### config.mk
export PLATFORM = sky130hd
export DESIGN_NAME = proc_out_uart_tx
export DESIGN_NICKNAME = d
export VERILOG_FILES = /design/src/rtl/proc_out_uart_tx.sv
export SDC_FILE = /design/constraint.sdc
export NUM_CORES = 1
export LEC_CHECK = 0
export ABC_AREA = 1
export BUFFER_PORTS_ARGS = -buffer_cell sky130_fd_sc_hd__buf_2
export CAP_MARGIN = 40
export CORE_UTILIZATION = 65
export CTS_BUF_LIST = sky130_fd_sc_hd__clkbuf_2
export CTS_CLUSTER_SIZE = 8
export DETAILED_ROUTE_END_ITERATION = 12
export HOLD_SLACK_MARGIN = 0.05
export MAX_ROUTING_LAYER = met4
export PLACE_DENSITY = 0.92
export SYNTH_ARGS = -nofsm -noshare
export SYNTH_HDL_FRONTEND = slang
export SYNTH_SLANG_ARGS = --single-unit
### constraint.sdc
create_clock -name clk -period 4.9 [get_ports clk]
set_input_delay 0.49 -clock clk [delete_from_list [all_inputs] [get_ports clk]]
set_output_delay 0.49 -clock clk [all_outputs]
set_load 0.05 [all_outputs]
### src/rtl/proc_out_uart_tx.sv
// Trace serialiser for the processor out0 port: each changed value is queued and sent as four 8N1 bytes, LSB byte first.
// tx and all state are registered; a pushed word is popped on the following edge (no bypass).
module proc_out_uart_tx #(
  parameter int CLKS_PER_BIT = 16,
  parameter int FIFO_DEPTH   = 4
) (
  input  logic                          clk,
  input  logic                          rst,
  input  logic [31:0]                   data_in,
  output logic                          tx,
  output logic                          busy,
  output logic                          overflow,
  output logic [$clog2(FIFO_DEPTH):0]   fifo_count
);

  localparam int AW = $clog2(FIFO_DEPTH);
  localparam int BW = (CLKS_PER_BIT > 1) ? $clog2(CLKS_PER_BIT) : 1;
  localparam logic [BW-1:0] BAUD_MAX = BW'(CLKS_PER_BIT - 1);
  localparam logic [AW:0]   DEPTH    = (AW+1)'(FIFO_DEPTH);

  typedef enum logic [1:0] {IDLE, START, DATA, STOP} state_t;

  state_t        state_q;
  logic [31:0]   last_q;
  logic [31:0]   shift_q;
  logic [31:0]   mem_q [FIFO_DEPTH];
  logic [AW-1:0] wr_ptr_q;
  logic [AW-1:0] rd_ptr_q;
  logic [AW:0]   count_q;
  logic [AW:0]   count_d;
  logic [1:0]    byte_q;
  logic [2:0]    bit_q;
  logic [BW-1:0] baud_q;
  logic          tx_q;
  logic          overflow_q;
  logic          push_req;
  logic          push_ok;
  logic          pop;
  logic          baud_end;
  logic [7:0]    cur_byte;

  assign push_req = (data_in != last_q);
  assign pop      = (state_q == IDLE) && (count_q != '0);
  // A full queue still accepts a word when the head leaves on the same edge.
  assign push_ok  = push_req && ((count_q != DEPTH) || pop);
  assign baud_end = (baud_q == BAUD_MAX);
  assign cur_byte = shift_q[{byte_q, 3'b000} +: 8];

  always_comb begin
    count_d = count_q;
    if (push_ok && !pop) begin
      count_d = count_q + (AW+1)'(1);
    end else if (pop && !push_ok) begin
      count_d = count_q - (AW+1)'(1);
    end
  end

  always_ff @(posedge clk) begin
    if (push_ok) begin
      mem_q[wr_ptr_q] <= data_in;
    end
  end

  always_ff @(posedge clk or negedge rst) begin
    if (!rst) begin
      last_q     <= '0;
      wr_ptr_q   <= '0;
      rd_ptr_q   <= '0;
      count_q    <= '0;
      overflow_q <= 1'b0;
    end else begin
      last_q  <= data_in;
      count_q <= count_d;
      if (push_ok) begin
        wr_ptr_q <= wr_ptr_q + AW'(1);
      end else if (push_req) begin
        overflow_q <= 1'b1;
      end
      if (pop) begin
        rd_ptr_q <= rd_ptr_q + AW'(1);
      end
    end
  end

  always_ff @(posedge clk or negedge rst) begin
    if (!rst) begin
      state_q <= IDLE;
      shift_q <= '0;
      byte_q  <= '0;
      bit_q   <= '0;
      baud_q  <= '0;
      tx_q    <= 1'b1;
    end else begin
      case (state_q)
        IDLE: begin
          tx_q <= 1'b1;
          if (pop) begin
            shift_q <= mem_q[rd_ptr_q];
            byte_q  <= '0;
            baud_q  <= '0;
            tx_q    <= 1'b0;
            state_q <= START;
          end
        end
        START: begin
          if (baud_end) begin
            baud_q  <= '0;
            bit_q   <= '0;
            tx_q    <= cur_byte[0];
            state_q <= DATA;
          end else begin
            baud_q <= baud_q + BW'(1);
          end
        end
        DATA: begin
          if (baud_end) begin
            baud_q <= '0;
            if (bit_q == 3'd7) begin
              tx_q    <= 1'b1;
              state_q <= STOP;
            end else begin
              bit_q <= bit_q + 3'd1;
              tx_q  <= cur_byte[bit_q + 3'd1];
            end
          end else begin
            baud_q <= baud_q + BW'(1);
          end
        end
        STOP: begin
          if (baud_end) begin
            baud_q <= '0;
            if (byte_q == 2'd3) begin
              state_q <= IDLE;
            end else begin
              byte_q  <= byte_q + 2'd1;
              tx_q    <= 1'b0;
              state_q <= START;
            end
          end else begin
            baud_q <= baud_q + BW'(1);
          end
        end
        default: state_q <= IDLE;
      endcase
    end
  end

  assign tx         = tx_q;
  assign busy       = (state_q != IDLE) || (count_q != '0);
  assign overflow   = overflow_q;
  assign fifo_count = count_q;

endmodule

==> tab_implementation.tex <==
\begin{tabular}{lr}
\hline
Metric & Value \\
\hline
\multicolumn{2}{l}{\textbf{Logic synthesis}} \\
\quad Share of the yosys chip area belonging to registers & 68.23\% \\
\quad Number of enable flip-flop cells after synthesis & 128 \\
\quad Yosys cell types & 39 \\
\quad Ys flop type & edfxtp\_1 \\
\quad Synthesized area per cell & 11.42 um2 \\
\quad Number of warning messages in the yosys log & 0 \\
\quad Net count after synthesis & 811 \\
\quad Async set-or-reset flop fraction in the synthesized netlist & 39.62\% \\
\quad Instance count of the mapped netlist & 763 \\
\quad Syn Std Cell Area & 0.008716 mm2 \\
\quad Register bit total from synthesis & 212 \\
\multicolumn{2}{l}{\textbf{STA}} \\
\quad Total Neg Setup Slack & 0 ns \\
\quad Fmax & 277.3 MHz \\
\quad Period Utilization, post-route & 73.61\% \\
\quad Min Clock Period, post-route & 3.607 ns \\
\quad Final setup violation count & 0 \\
\quad Clock Skew & 0.1171 ns \\
\quad Worst slew margin relative to its limit & 48.81\% \\
\quad Unrepaired setup endpoints after global routing & no \\
\quad Least-Margin Pin Slew & 0.7678 ns \\
\quad Final hold vios & 0 \\
\quad Number of slew-limit violations in the final report & 0 \\
\multicolumn{2}{l}{\textbf{Critical path}} \\
\quad Delay-heaviest family, CP & buffers and inverters \\
\quad Crit path kind & flop to output port \\
\quad CP Data Arrival Time & 3.12 ns \\
\quad Most frequent cell on the critical path & inv\_2 \\
\quad Cell type of the slowest stage on the worst timing path & buf\_4 \\
\quad Cell-by-cell trace of the critical path & inv\_1, ha\_1, inv\_2, a21oi\_4, buf\_4, inv\_2, nand2\_2, buf\_2 \\
\quad Req. time, crit path & 4.41 ns \\
\quad Maximum single-stage delay on the critical path & 0.50 ns \\
\quad Number of buffer and inverter stages on the critical path & 5 \\
\quad CP startpoint kind & flop \\
\quad Sort of element at the end of the critical path & output port \\
\quad Crit path max fanout & 67 \\
\multicolumn{2}{l}{\textbf{Pwr}} \\
\quad Switching portion of total power & 25.61\% \\
\quad Power spent charging and discharging nets & 815.2 uW \\
\quad Leakage power summed over all cells & 0.004035 uW \\
\quad Overall power of the completed layout & 3183 uW \\
\quad Share of total power in combinational logic & 3.3\% \\
\quad Clock power share & 36.4\% \\
\quad Power per cell area & 322.7 mW/mm2 \\
\quad Internal power of the cells & 2368 uW \\
\quad Sequential share of power & 60.2\% \\
\quad Worst-case vdd ir drop & 261.6 uV \\
\multicolumn{2}{l}{\textbf{Floorplan}} \\
\quad Height of the die & 117.8 um \\
\quad Standard cell core area & 0.01282 mm2 \\
\quad Top-level port count & 40 \\
\quad Horizontal die dimension & 117.8 um \\
\quad Die footprint & 0.01388 mm2 \\
\quad Number of cell rows & 41 \\
\quad Initial cell density of the core & 67.96\% \\
\multicolumn{2}{l}{\textbf{Cells and area}} \\
\quad Fill count & 684 \\
\quad Sequential cell area & 0.005947 mm2 \\
\quad Proportion of layout cells with a drive suffix above 1 & 16.89\% \\
\quad Highest-count cells in the layout ignoring fill and taps & edfxtp\_1, nor2\_1, nand2\_1 \\
\quad Layout Area Growth over Synthesis & 13.16\% \\
\quad Area of combinational cells with multiple inputs & 0.002323 mm2 \\
\quad Layout Nets & 913 \\
\quad Leading cell type in the layout, fill and taps excluded & edfxtp\_1 \\
\multicolumn{2}{l}{\textbf{Detailed routing}} \\
\quad Count of antenna-violating nets left after detailed routing & 0 \\
\quad WL per Instance & 20.16 um \\
\quad Overall via count from detail\_route & 6530 \\
\quad Detail-routed via count per cell & 6.052 \\
\quad Total Wirelength & 21.75 mm \\
\quad Remaining DRCs & 0 \\
\quad Detailed Routing Iterations Pass 1 & 8 \\
\quad Number of violations reported at the end of detailed-routing iteration 0 & 978 \\
\multicolumn{2}{l}{\textbf{Clock network}} \\
\quad Clock tree from TritonCTS & done \\
\quad H-tree depth reported by CTS & 2 \\
\quad Worst-Skew Late Latency & 0.88 ns \\
\quad Clk slew on worst S/H paths & 0.14 ns \\
\quad Total clock buffers created by CTS & 50 \\
\quad Cell at the root of the clock tree & clkbuf\_2 \\
\quad Post-cts sizing count & 0 \\
\quad \# clock sinks & 212 \\
\quad CTS max path bufs & 3 \\
\quad Setup repair bufs after CTS & 0 \\
\multicolumn{2}{l}{\textbf{GRT}} \\
\quad Antenna violations before repair & 1 \\
\quad Maximum number of pins on one net before global-route repair & 68 \\
\quad Wire length of the first global-routing pass & 34.53 mm \\
\quad Overall overflow remaining after global route & 0 \\
\quad Number of global-route vias before repair & 6860 \\
\quad GRT Resource Usage Total & 33.76\% \\
\multicolumn{2}{l}{\textbf{Job}} \\
\quad Max\_cap viols & 0 \\
\multicolumn{2}{l}{\textbf{Outcome}} \\
\quad Status & complete, no violations \\
\multicolumn{2}{l}{\textbf{Place}} \\
\quad Total half-perimeter wirelength after legalization and detailed placement & 11.77 mm \\
\quad IO Port Bufs & 39 \\
\quad Weighted congestion at the end of routability-driven global placement & 0.8591 \\
\multicolumn{2}{l}{\textbf{Worst hold path}} \\
\quad Hold Crit Class & input port to asynchronous set/reset pin \\
\hline
\end{tabular}
==> per-stage QoR <==
stage / std cells / setup WS [ns] / util, % / area [um2] / hold WS, ns
after global placement: 949 / 2.077 / 70.18 / 9000 / 0.4590
after detailed placement: 952 / 1.908 / 70.76 / 9075 / 0.4593
after global routing: 1079 / 1.080 / 76.91 / 9863 / 0.1470
after floorplan: 763 / 1.979 / - / 8716 / 0.1944
after CTS: 1078 / 1.313 / 76.89 / 9861 / 0.1474
final: 1079 / 1.293 / 76.91 / 9863 / 0.1422
==> synth_stat cells (3+ instances only) <==
cell type,instances,share of area (%)
buf_4,5,0.43
inv_1,63,2.7
o21ai_0,87,5.0
clkbuf_1,13,0.56
ha_1,13,1.9
xnor2_1,6,0.60
nand4_1,3,0.22
a31oi_1,6,0.43
inv_2,5,0.22
edfxtp_1,128,44
nor2_1,111,4.8
o22ai_1,26,1.9
dfrtp_1,83,24
xor2_1,17,1.7
nand3_1,38,2.2
nor3_1,3,0.17
nand2_1,94,4.0
nand2_2,4,0.29
buf_6,4,0.52
buf_2,9,0.52
o21ai_1,14,0.80
or2_2,3,0.22
a21oi_1,7,0.40
==> power groups by stage <==
| stage | sequential (uW) | clock (uW) | combinational (uW) |
|---|---|---|---|
| global placement | 1950 | 0 | 70.4 |
| detailed placement | 1950 | 0 | 81.0 |
| global route | 1920 | 1250 | 115 |
| CTS | 1920 | 1130 | 102 |
| floorplan | 1950 | 0 | 24.0 |
| finish | 1920 | 1160 | 106 |
==> what timing repair did <==
item                                    4_1_cts  5_1_grt
hold buffers                                 33        0
hold endpoints to repair                    229        0
endpoints found under the setup margin        0        0
==> final cells by class <==
cell class | instances | area share [%]
Clock inverter | 18 | 0.8119
Antenna cell | 1 | 0.02537
Timing Repair Buffer | 82 | 6.647
Multi-Input combinational cell | 450 | 23.56
Sequential cell | 212 | 60.29
Inverter | 69 | 2.677
Clock buffer | 75 | 3.806
Tap cell | 172 | 2.182
==> state kept, by name, summed over array words and instances, names as in the netlist, 3 cells and up <==
name / flops
mem_q: 128
bit_q: 3
baud_q: 4
last_q: 32
shift_q: 32
fifo_count: 3
==> final timing paths <==
check / start / endpoint / slack [ns] / cells after the start
worst max-delay path: state_q[0] / busy / 1.29 / 8
worst min-delay path: rst / last_q[1] / 0.14 / 2
worst max register to register: state_q[0] / fifo_count[1] / 1.86 / 10
worst min register to register: tx / tx / 0.48 / 2
max in group asynchronous: rst / last_q[17] / 4.07 / 3
min in group clk: data_in[2] / last_q[2] / 0.33 / 2
==> logic make-up after synthesis <==
family                     count (synthesis)  share of synthesized area, %
muxes                                      2                        0.2584
and+or+nand+nor                          261                         12.36
AOI/OAI and AO/OA                        150                         9.518
buffers and inverters                    101                         5.225
xor gates and xnor gates                  23                         2.311
DFF                                      212                         68.23
adders and majority gates                 14                         2.096
==> routing by layer <==
metal  up-vias  GRT usage (%)  wire [um]
li1       2848              -          -
met2       465          57.54      11360
met5         -              -          0
met3        94          6.347       2027
met4         0          18.11        918
met1      3123          37.74       7453
(Power assumes the default switching activity.)
